--- src/rtl/rgb_pwm_pkg.sv ---
// rtl/rgb_pwm_pkg.sv - register map, CTRL bit positions and fade states for rgb_pwm_ctrl
package rgb_pwm_pkg;

  localparam logic [2:0] ADDR_CTRL   = 3'd0;
  localparam logic [2:0] ADDR_PRESC  = 3'd1;
  localparam logic [2:0] ADDR_DUTY_R = 3'd2;
  localparam logic [2:0] ADDR_DUTY_G = 3'd3;
  localparam logic [2:0] ADDR_DUTY_B = 3'd4;
  localparam logic [2:0] ADDR_FADE   = 3'd5;
  localparam logic [2:0] ADDR_LEVEL  = 3'd6;

  localparam int CTRL_EN      = 0;
  localparam int CTRL_BREATHE = 1;
  localparam int CTRL_IE      = 2;
  localparam int CTRL_IRQF    = 7;

  typedef enum logic [1:0] {
    OFF  = 2'd0,
    RISE = 2'd1,
    FALL = 2'd2
  } fade_state_t;

endpackage

--- src/rtl/rgb_pwm_ctrl_pwm_channel.sv ---
// rtl/rgb_pwm_ctrl_pwm_channel.sv - one colour channel: duty shadow, level scaling, comparator
module pwm_channel
  import rgb_pwm_pkg::*;
(
  input  logic       clk,
  input  logic       reset,
  input  logic       en,
  input  logic       load,
  input  logic       breathe,
  input  logic [7:0] duty,
  input  logic [7:0] level,
  input  logic [7:0] frame_cnt,
  output logic       pwm
);

  logic [7:0]  duty_sh;
  logic [15:0] product;
  logic [7:0]  eff;

  assign product = duty_sh * level;
  assign eff     = breathe ? product[15:8] : duty_sh;

  always_ff @(posedge clk or posedge reset) begin
    if (reset) begin
      duty_sh <= 8'd0;
      pwm     <= 1'b0;
    end else begin
      if (load)
        duty_sh <= duty;
      pwm <= en & (frame_cnt < eff);
    end
  end

endmodule

--- src/rtl/rgb_pwm_ctrl.sv ---
// rtl/rgb_pwm_ctrl.sv - memory-mapped RGB PWM controller with breathing fade sequencer
module rgb_pwm_ctrl
  import rgb_pwm_pkg::*;
#(
  parameter int PSC_W  = 8,
  parameter int FADE_W = 8
) (
  input  logic       clk,
  input  logic       reset,
  input  logic       cs,
  input  logic       we,
  input  logic [2:0] addr,
  input  logic [7:0] din,
  output logic [7:0] dout,
  output logic       pwm_r,
  output logic       pwm_g,
  output logic       pwm_b,
  output logic       irq
);

  logic              en, breathe, ie, irqf;
  logic [PSC_W-1:0]  presc, psc_cnt;
  logic [7:0]        duty_r, duty_g, duty_b;
  logic [FADE_W-1:0] fade, fade_cnt, fade_cnt_nx, sh_fade;
  logic [7:0]        frame_cnt, level, level_nx, rd_data;
  logic              sh_breathe, tick, boundary, load, irq_set, ctrl_wr;
  fade_state_t       state, state_nx;

  assign ctrl_wr  = cs & we & (addr == ADDR_CTRL);
  assign tick     = en & (psc_cnt == '0);
  assign boundary = tick & (frame_cnt == 8'hFF);
  assign load     = boundary | ~en;

  always_ff @(posedge clk or posedge reset) begin
    if (reset) begin
      en <= 1'b0; breathe <= 1'b0; ie <= 1'b0; irqf <= 1'b0;
      presc <= '0; fade <= '0;
      duty_r <= 8'd0; duty_g <= 8'd0; duty_b <= 8'd0;
    end else begin
      if (cs && we) begin
        case (addr)
          ADDR_CTRL: begin
            en      <= din[CTRL_EN];
            breathe <= din[CTRL_BREATHE];
            ie      <= din[CTRL_IE];
          end
          ADDR_PRESC:  presc  <= PSC_W'(din);
          ADDR_DUTY_R: duty_r <= din;
          ADDR_DUTY_G: duty_g <= din;
          ADDR_DUTY_B: duty_b <= din;
          ADDR_FADE:   fade   <= FADE_W'(din);
          default: ;
        endcase
      end
      // a hardware set in the same cycle as a CPU clear must not be lost
      if (irq_set)
        irqf <= 1'b1;
      else if (ctrl_wr && din[CTRL_IRQF])
        irqf <= 1'b0;
    end
  end

  always_ff @(posedge clk or posedge reset) begin
    if (reset) begin
      psc_cnt <= '0; frame_cnt <= 8'd0; fade_cnt <= '0;
      state <= OFF; level <= 8'd0;
      sh_breathe <= 1'b0; sh_fade <= '0;
    end else if (!en) begin
      psc_cnt <= '0; frame_cnt <= 8'd0; fade_cnt <= '0;
      state <= OFF; level <= 8'd0;
      // pick up BREATHE written together with EN so the first frame already breathes
      sh_breathe <= ctrl_wr ? din[CTRL_BREATHE] : breathe;
      sh_fade    <= fade;
    end else begin
      psc_cnt <= tick ? presc : psc_cnt - 1'b1;
      if (tick)
        frame_cnt <= frame_cnt + 1'b1;
      if (boundary) begin
        sh_breathe <= breathe;
        sh_fade    <= fade;
      end
      state    <= state_nx;
      level    <= level_nx;
      fade_cnt <= fade_cnt_nx;
    end
  end

  always_comb begin
    state_nx    = state;
    level_nx    = level;
    fade_cnt_nx = fade_cnt;
    irq_set     = 1'b0;
    if (boundary) begin
      if (!sh_breathe) begin
        state_nx = OFF;
        level_nx = 8'hFF;
      end else begin
        case (state)
          OFF: begin
            state_nx    = RISE;
            level_nx    = 8'd0;
            fade_cnt_nx = '0;
          end
          RISE, FALL: begin
            if (fade_cnt != sh_fade) begin
              fade_cnt_nx = fade_cnt + 1'b1;
            end else begin
              fade_cnt_nx = '0;
              if (state == RISE) begin
                if (level == 8'hFF) state_nx = FALL;
                else                level_nx = level + 1'b1;
              end else begin
                if (level == 8'd0) begin
                  state_nx = RISE;
                  irq_set  = 1'b1;
                end else begin
                  level_nx = level - 1'b1;
                end
              end
            end
          end
          default: state_nx = OFF;
        endcase
      end
    end
  end

  always_comb begin
    rd_data = 8'd0;
    case (addr)
      ADDR_CTRL:   rd_data = {irqf, 4'b0000, ie, breathe, en};
      ADDR_PRESC:  rd_data = 8'(presc);
      ADDR_DUTY_R: rd_data = duty_r;
      ADDR_DUTY_G: rd_data = duty_g;
      ADDR_DUTY_B: rd_data = duty_b;
      ADDR_FADE:   rd_data = 8'(fade);
      ADDR_LEVEL:  rd_data = level;
      default:     rd_data = 8'd0;
    endcase
  end

  always_ff @(posedge clk or posedge reset) begin
    if (reset) begin
      dout <= 8'd0;
      irq  <= 1'b0;
    end else begin
      dout <= rd_data;
      irq  <= irqf & ie;
    end
  end

  pwm_channel u_ch_r (.clk(clk), .reset(reset), .en(en), .load(load), .breathe(sh_breathe),
                      .duty(duty_r), .level(level), .frame_cnt(frame_cnt), .pwm(pwm_r));
  pwm_channel u_ch_g (.clk(clk), .reset(reset), .en(en), .load(load), .breathe(sh_breathe),
                      .duty(duty_g), .level(level), .frame_cnt(frame_cnt), .pwm(pwm_g));
  pwm_channel u_ch_b (.clk(clk), .reset(reset), .en(en), .load(load), .breathe(sh_breathe),
                      .duty(duty_b), .level(level), .frame_cnt(frame_cnt), .pwm(pwm_b));

endmodule

--- config.mk ---
export PLATFORM = sky130hd
export DESIGN_NAME = rgb_pwm_ctrl
export DESIGN_NICKNAME = d
export VERILOG_FILES = /design/src/rtl/rgb_pwm_pkg.sv /design/src/rtl/rgb_pwm_ctrl_pwm_channel.sv /design/src/rtl/rgb_pwm_ctrl.sv
export SDC_FILE = /design/constraint.sdc
export NUM_CORES = 1
export LEC_CHECK = 0
export CAP_MARGIN = 20
export CORE_AREA = 2 2 184 186
export DETAILED_ROUTE_END_ITERATION = 8
export DIE_AREA = 0 0 186 188
export SYNTH_ARGS = -nofsm -noshare
export SYNTH_HDL_FRONTEND = slang
export SYNTH_SLANG_ARGS = --single-unit
--- constraint.sdc ---
create_clock -name clk -period 8 [get_ports clk]
set_clock_uncertainty 0.15 [all_clocks]
set_input_delay 1.6 -clock clk [delete_from_list [all_inputs] [get_ports clk]]
set_output_delay 1.6 -clock clk [all_outputs]
set_load 0.01 [all_outputs]
After elaboration in Yosys (flattened, before gate mapping)
Cells that the tools add are included.
{"block": "totals", "input_bits": 15, "register_bits": 123, "wordCells": 125, "romBits": 0, "latchBits": 0, "memories": 0, "ram_bits": 0, "output_inout_bits": 12}
{"block": "classes", "n_reduce_logical": 17, "bitwise_logic": 10, "n_addsub": 5, "shift": 0, "mul": 3, "eq_ne": 21, "n_mux": 42, "div": 0, "magnitude_cmp": 3}
{"op": "$mux W8", "count": 20}
{"op": "$pmux W8 S7", "count": 1}
{"op": "$mul A8 B8 Y16", "count": 3}
{"op": "$pmux W8 S2", "count": 2}
{"op": "$add A8 B1 Y8 const B", "count": 3}
{"op": "$lt A8 B8 Y1", "count": 3}
{"op": "$ne A5 B5 Y1 const B", "count": 4}
{"op": "$eq A8 B8 Y1 const B", "count": 2}
{"op": "$logic_not A8 Y1", "count": 2}
{"op": "$sub A8 B1 Y8 const B", "count": 2}
{"op": "$mux W2", "count": 7}
{"op": "$reduce_and A2 Y1", "count": 6}
{"op": "$mux W1", "count": 11}
{"op": "$eq A3 B3 Y1 const B", "count": 3}
{"op": "$and A1 B1 Y1", "count": 8}
{"op": "$ne A8 B8 Y1", "count": 1}
{"op": "$eq A3 B2 Y1 const B", "count": 2}
{"op": "$ne A2 B1 Y1 const B", "count": 3}
{"op": "$reduce_and A5 Y1", "count": 1}
{"op": "$ne A4 B2 Y1 const B", "count": 1}
{"op": "$ne A4 B4 Y1 const B", "count": 1}
{"op": "$pmux W2 S2", "count": 1}
{"op": "$reduce_and A4 Y1", "count": 1}
{"op": "$eq A3 B1 Y1 const B", "count": 1}
{"op": "11 further kinds", "count": 12}

Logic depth before layout (Yosys ltp)
{"block": "depth", "depth_word": 8, "mapped_depth": 25, "ltp_nobuf": 24}

Modules after synthesis
From an unflattened synthesis, not the netlist that was laid out.
{"block": "unflattened", "hier_cells": 1276, "hier_area_um2": 12692.2}
{"module": "rgb_pwm_ctrl", "cells_per_inst": 452, "n_inst": 1, "area_per_inst_um2": 4987.3, "seq_area_each_um2": 2402.3}
{"module": "pwm_channel (u_ch_g)", "cells_per_inst": 277, "n_inst": 1, "area_per_inst_um2": 2605.0, "seq_area_each_um2": 225.2}
{"module": "pwm_channel (u_ch_r)", "cells_per_inst": 284, "n_inst": 1, "area_per_inst_um2": 2572.5, "seq_area_each_um2": 225.2}
{"module": "pwm_channel (u_ch_b)", "cells_per_inst": 263, "n_inst": 1, "area_per_inst_um2": 2527.4, "seq_area_each_um2": 225.2}

Worst setup path before layout
Ideal clock, no wire load.
{"block": "synth_timing", "kind": "reg-to-reg", "startpoint": "reg level[2]", "endpoint": "reg u_ch_g.pwm", "arrival_ns": 5.238, "path_buffers": 2, "setup_time_ns": 0.064, "slack_ns": 2.548, "required_time_ns": 7.786, "path_stages_with_launch": 25, "path_cell_list": "dfrtp_1 clkbuf_1 clkbuf_1 nand2_1 fa_1 fa_1 inv_1 fa_1 inv_1 fa_1 inv_1 ha_1 a2111oi_0 o21ai_1 nand3_1 o211ai_1 a21oi_1 xnor2_1 mux2i_1 ha_1 a21o_1 nand2_1 nand4b_1 nor4_1 a21o_1"}
{"block": "synth_via", "elab_chain_cells": 4}
{"item": "from (decl)", "line": "rgb_pwm_ctrl.sv:25", "source": "logic [7:0] frame_cnt, level, level_nx, rd_data;"}
{"item": "from (signal assigned)", "line": "rgb_pwm_ctrl.sv:83", "source": "level <= level_nx;"}
{"item": "$mul A8 B8 Y16", "line": "rgb_pwm_ctrl_pwm_channel.sv:20", "source": "assign product = duty_sh * level;"}
{"item": "$mux W8", "line": "rgb_pwm_ctrl_pwm_channel.sv:21", "source": "assign eff = breathe ? product[15:8] : duty_sh;"}
{"item": "$lt A8 B8 Y1", "line": "rgb_pwm_ctrl_pwm_channel.sv:30", "source": "pwm <= en & (frame_cnt < eff);"}
{"item": "$and A1 B1 Y1", "line": "rgb_pwm_ctrl_pwm_channel.sv:30"}
{"item": "to (signal assigned)", "line": "rgb_pwm_ctrl_pwm_channel.sv:30"}
{"item": "to (decl)", "line": "rgb_pwm_ctrl_pwm_channel.sv:13", "source": "output logic pwm"}
Every way passes these cells.
A chain may end at the register's enable or synchronous reset.

Worst setup path after layout
{"block": "layout_timing", "startpoint": "reg level[4]", "endpoint": "reg u_ch_r.pwm"}
{"block": "layout_via", "elab_chain_cells": 4}
{"item": "$mul A8 B8 Y16", "line": "rgb_pwm_ctrl_pwm_channel.sv:20"}
{"item": "$mux W8", "line": "rgb_pwm_ctrl_pwm_channel.sv:21"}
{"item": "$lt A8 B8 Y1", "line": "rgb_pwm_ctrl_pwm_channel.sv:30"}
{"item": "$and A1 B1 Y1", "line": "rgb_pwm_ctrl_pwm_channel.sv:30"}
{"item": "to (signal assigned)", "line": "rgb_pwm_ctrl_pwm_channel.sv:30"}
{"item": "to (decl)", "line": "rgb_pwm_ctrl_pwm_channel.sv:13"}
Every way passes these cells.

==> impl_metrics.py <==
metrics = {
    "timing": {
        "final.setup.tns_ps": 0,
        "hold_ws_ps": 365.1,
        "worst_pin_slew_ps": 1114,
        "rsz0062_at_grt": "false",
        "period_share_pct": 76.59,
        "finalHoldViolations": 0,
        "min_period_ps": 6127,
        "fmax_ghz": 0.1632,
        "setup_violations": 0,
        "drv_slew": 0,
        "worst_slack_ps": 1873,
        "slew_headroom_pct": 25.18,
    },
    "route": {
        "met1_length_um": 13960,
        "drc": 0,
        "met2_length_um": 14470,
        "highest_layer": "met4",
        "avgRoutedWirePerCell_um": 17.68,
        "drtAntennaViolNets": 0,
        "drt_first_pass_iters": 5,
        "met3_length_um": 1291,
        "vias_per_cell": 5.196,
        "drtIter0Drc": 399,
        "wl_um": 30370,
        "via_count": 8927,
    },
    "floorplanning": {
        "dieArea_um2": 34970,
        "fp.dieW_um": 186,
        "core_um2": 33110,
        "io_pins": 27,
        "die_y_um": 188,
        "start_util_pct": 37.38,
        "fp-row-count": 67,
    },
    "worst_hold_path": {
        "hp-class": "reg -> reg",
        "min_to": "fade_cnt[7]",
        "worstHoldStart": "fade_cnt[7]",
        "min_path_cells": 1,
    },
    "clock_tree": {
        "path_clk_slew_ps": 70,
        "tritoncts": "built",
        "ctsHtreeMaxLevel": 4,
        "numCtsBuffers": 17,
        "post_cts_resized": 0,
        "holdBufCountCts": 0,
        "insertion_delay_ps": 420,
        "clock_path_buffers": 2,
        "clockRootBuffer": "clkbuf_16",
        "numClockSinks": 123,
        "postCtsSetupBuffers": 0,
    },
    "finish": {
        "syn_to_final_growth_pct": 10.06,
        "final_area_um2": 13620,
        "utilization_pct": 41.14,
        "finalNonFillerCells": 1718,
        "drive_gt1_share_pct": 10.87,
        "fillers": 3259,
        "final_cell_mix": "161 x and2_1, 152 x inv_1, 133 x ha_1",
        "final_common_cell": "and2_1",
        "seq_area_um2": 3078,
        "multi_input_comb_area_um2": 8491,
        "layout.nets": 1510,
    },
    "place": {
        "portBuffers": 26,
        "place_congestion": 0.8367,
        "dp_slack_ps": 1922,
        "placed_area_um2": 13070,
        "place_inst": 1685,
        "dpl.hpwl_um": 22200,
    },
    "setup_path": {
        "r2r_slack_ps": 1870,
        "crit_fanout": 29,
        "start_kind": "register",
        "reg2regPathDepth": 21,
        "end_kind": "register",
        "critPathKind": "reg -> reg",
        "arrival_ps": 6320,
        "rr_startpoint": "level[4]",
        "timing.rr.end": "u_ch_r.pwm",
        "worstPathRequired_ps": 8190,
    },
    "synth": {
        "synth_flop_cell": "dfrtp_1",
        "ys_ff_latch": 123,
        "ys_types": 61,
        "synth_cells": 1254,
        "async_reset_ff_share_pct": 100.0,
        "synth_edf_count": 0,
        "seq_area_frac_synth_pct": 24.87,
        "syn_nets": 1508,
        "syn-cell-area_um2": 12380,
        "syn_area_per_cell_um2": 9.870,
        "yosysWarnings": 0,
    },
    "run_status": {
        "status": "completed",
    },
    "power_and_ir_drop": {
        "design_power_total_mw": 4.043,
        "power.leakage_nw": 6.671,
        "ir_worst_vdd_mv": 0.1650,
        "power.density_nw_per_um2": 296.8,
    },
    "flow_run": {
        "drv_cap": 0,
    },
    "global_route": {
        "grt_antenna_before_repair": 0,
        "grt_overflow": 0,
        "grt_start_max_net_pins": 73,
        "track_usage_pct": 18.46,
        "grt_pass1_vias": 9315,
        "grt_pass1_wl_um": 50300,
    },
}
## registers in the layout, summed over array words and instances (netlist names), 2 cells and up
signal and count:
u_ch_g.duty_sh 8, duty_b 8, frame_cnt 8, presc 8
u_ch_b.duty_sh 8, sh_fade 8, level 8, duty_r 8
duty_g 8, u_ch_r.duty_sh 8, dout 8, psc_cnt 8
fade 8, fade_cnt 8, state 2
## routing by layer
| layer | vias up | global-route usage, % |
|---|---|---|
| met1 | 4526 | 25.23 |
| li1 | 4195 | - |
| met2 | 165 | 30.37 |
| met3 | 41 | 2.738 |
| met4 | 0 | 5.058 |
| met5 | - | 0 |
## power by group
part           switching (mW)  total [mW]  internal [mW]
Clock                   0.322       0.729          0.407
Combinational            1.20        2.20          0.997
Sequential              0.327        1.11          0.786
## layout make-up
| class | count | share of cell area, % |
|---|---|---|
| repair buffers | 40 | 2.682 |
| flip-flops and latches | 123 | 22.60 |
| well taps | 448 | 4.115 |
| clock buffers | 17 | 3.123 |
| clock inverters | 15 | 0.9002 |
| inverters | 153 | 4.234 |
| multi-input cells | 921 | 62.33 |
| diodes | 1 | 0.01837 |
## synthesized netlist by cell type (all sizes together), types with 2 or more instances
library cell / n / area (um2)
nor2: 33 / 123.9
o21ai: 46 / 234.0
clkbuf: 44 / 165.2
o211a: 5 / 50.05
o211ai: 5 / 37.54
a21boi: 6 / 45.04
and4: 2 / 17.52
nor4: 9 / 71.32
a31oi: 7 / 43.79
a221oi: 4 / 35.03
ha: 133 / 1664
fa: 106 / 2122
a211oi: 2 / 15.01
dfrtp: 123 / 3078
buf: 13 / 68.81
o2111ai: 2 / 17.52
o21bai: 5 / 37.54
nand2: 71 / 266.5
mux2i: 26 / 260.3
xor2: 13 / 113.9
nand4b: 6 / 52.55
xnor2: 36 / 315.3
nand3: 23 / 115.1
a21o: 8 / 60.06
mux2: 84 / 945.9
and2: 161 / 1007
o31ai: 8 / 60.06
or3: 5 / 31.28
inv: 153 / 574.3
nor3: 8 / 40.04
nand4: 16 / 100.1
a21oi: 33 / 165.2
nor3b: 3 / 22.52
and3: 3 / 18.77
o21a: 7 / 52.55
nor2b: 13 / 81.33
a22oi: 5 / 37.54
nand2b: 10 / 62.56
## how the worst max path moves through the flow
stage | start | to
4_1_cts | level[4] | u_ch_g.pwm
2_1_floorplan | level[2] | u_ch_g.pwm
5_1_grt | level[4] | u_ch_g.pwm
6_report | level[4] | u_ch_r.pwm
3_3_place_gp | level[4] | u_ch_g.pwm
3_5_place_dp | level[4] | u_ch_g.pwm
## worst max-delay path, stage by stage, from the launching register on
cell,delay [ps]
dfrtp_1,1050
nand2_1,190
fa_1,530
fa_1,490
inv_1,50
fa_1,530
inv_1,50
fa_1,530
inv_1,40
ha_1,300
a21oi_1,240
a21boi_0,190
nand3_1,120
o2111ai_1,200
o31ai_1,300
xnor2_1,150
mux2i_1,90
ha_1,300
and3_1,200
nand2_1,60
nand4b_1,90
a31oi_1,160
## cell families after synthesis
| family | share of synthesized area (%) |
|---|---|
| simple gates | 16.49 |
| fa+ha+maj | 30.59 |
| buf+inv | 6.530 |
| compound gates | 8.128 |
| flops | 24.87 |
| mux | 9.927 |
| xor+xnor | 3.467 |
Power figures use the tool's default switching activity.
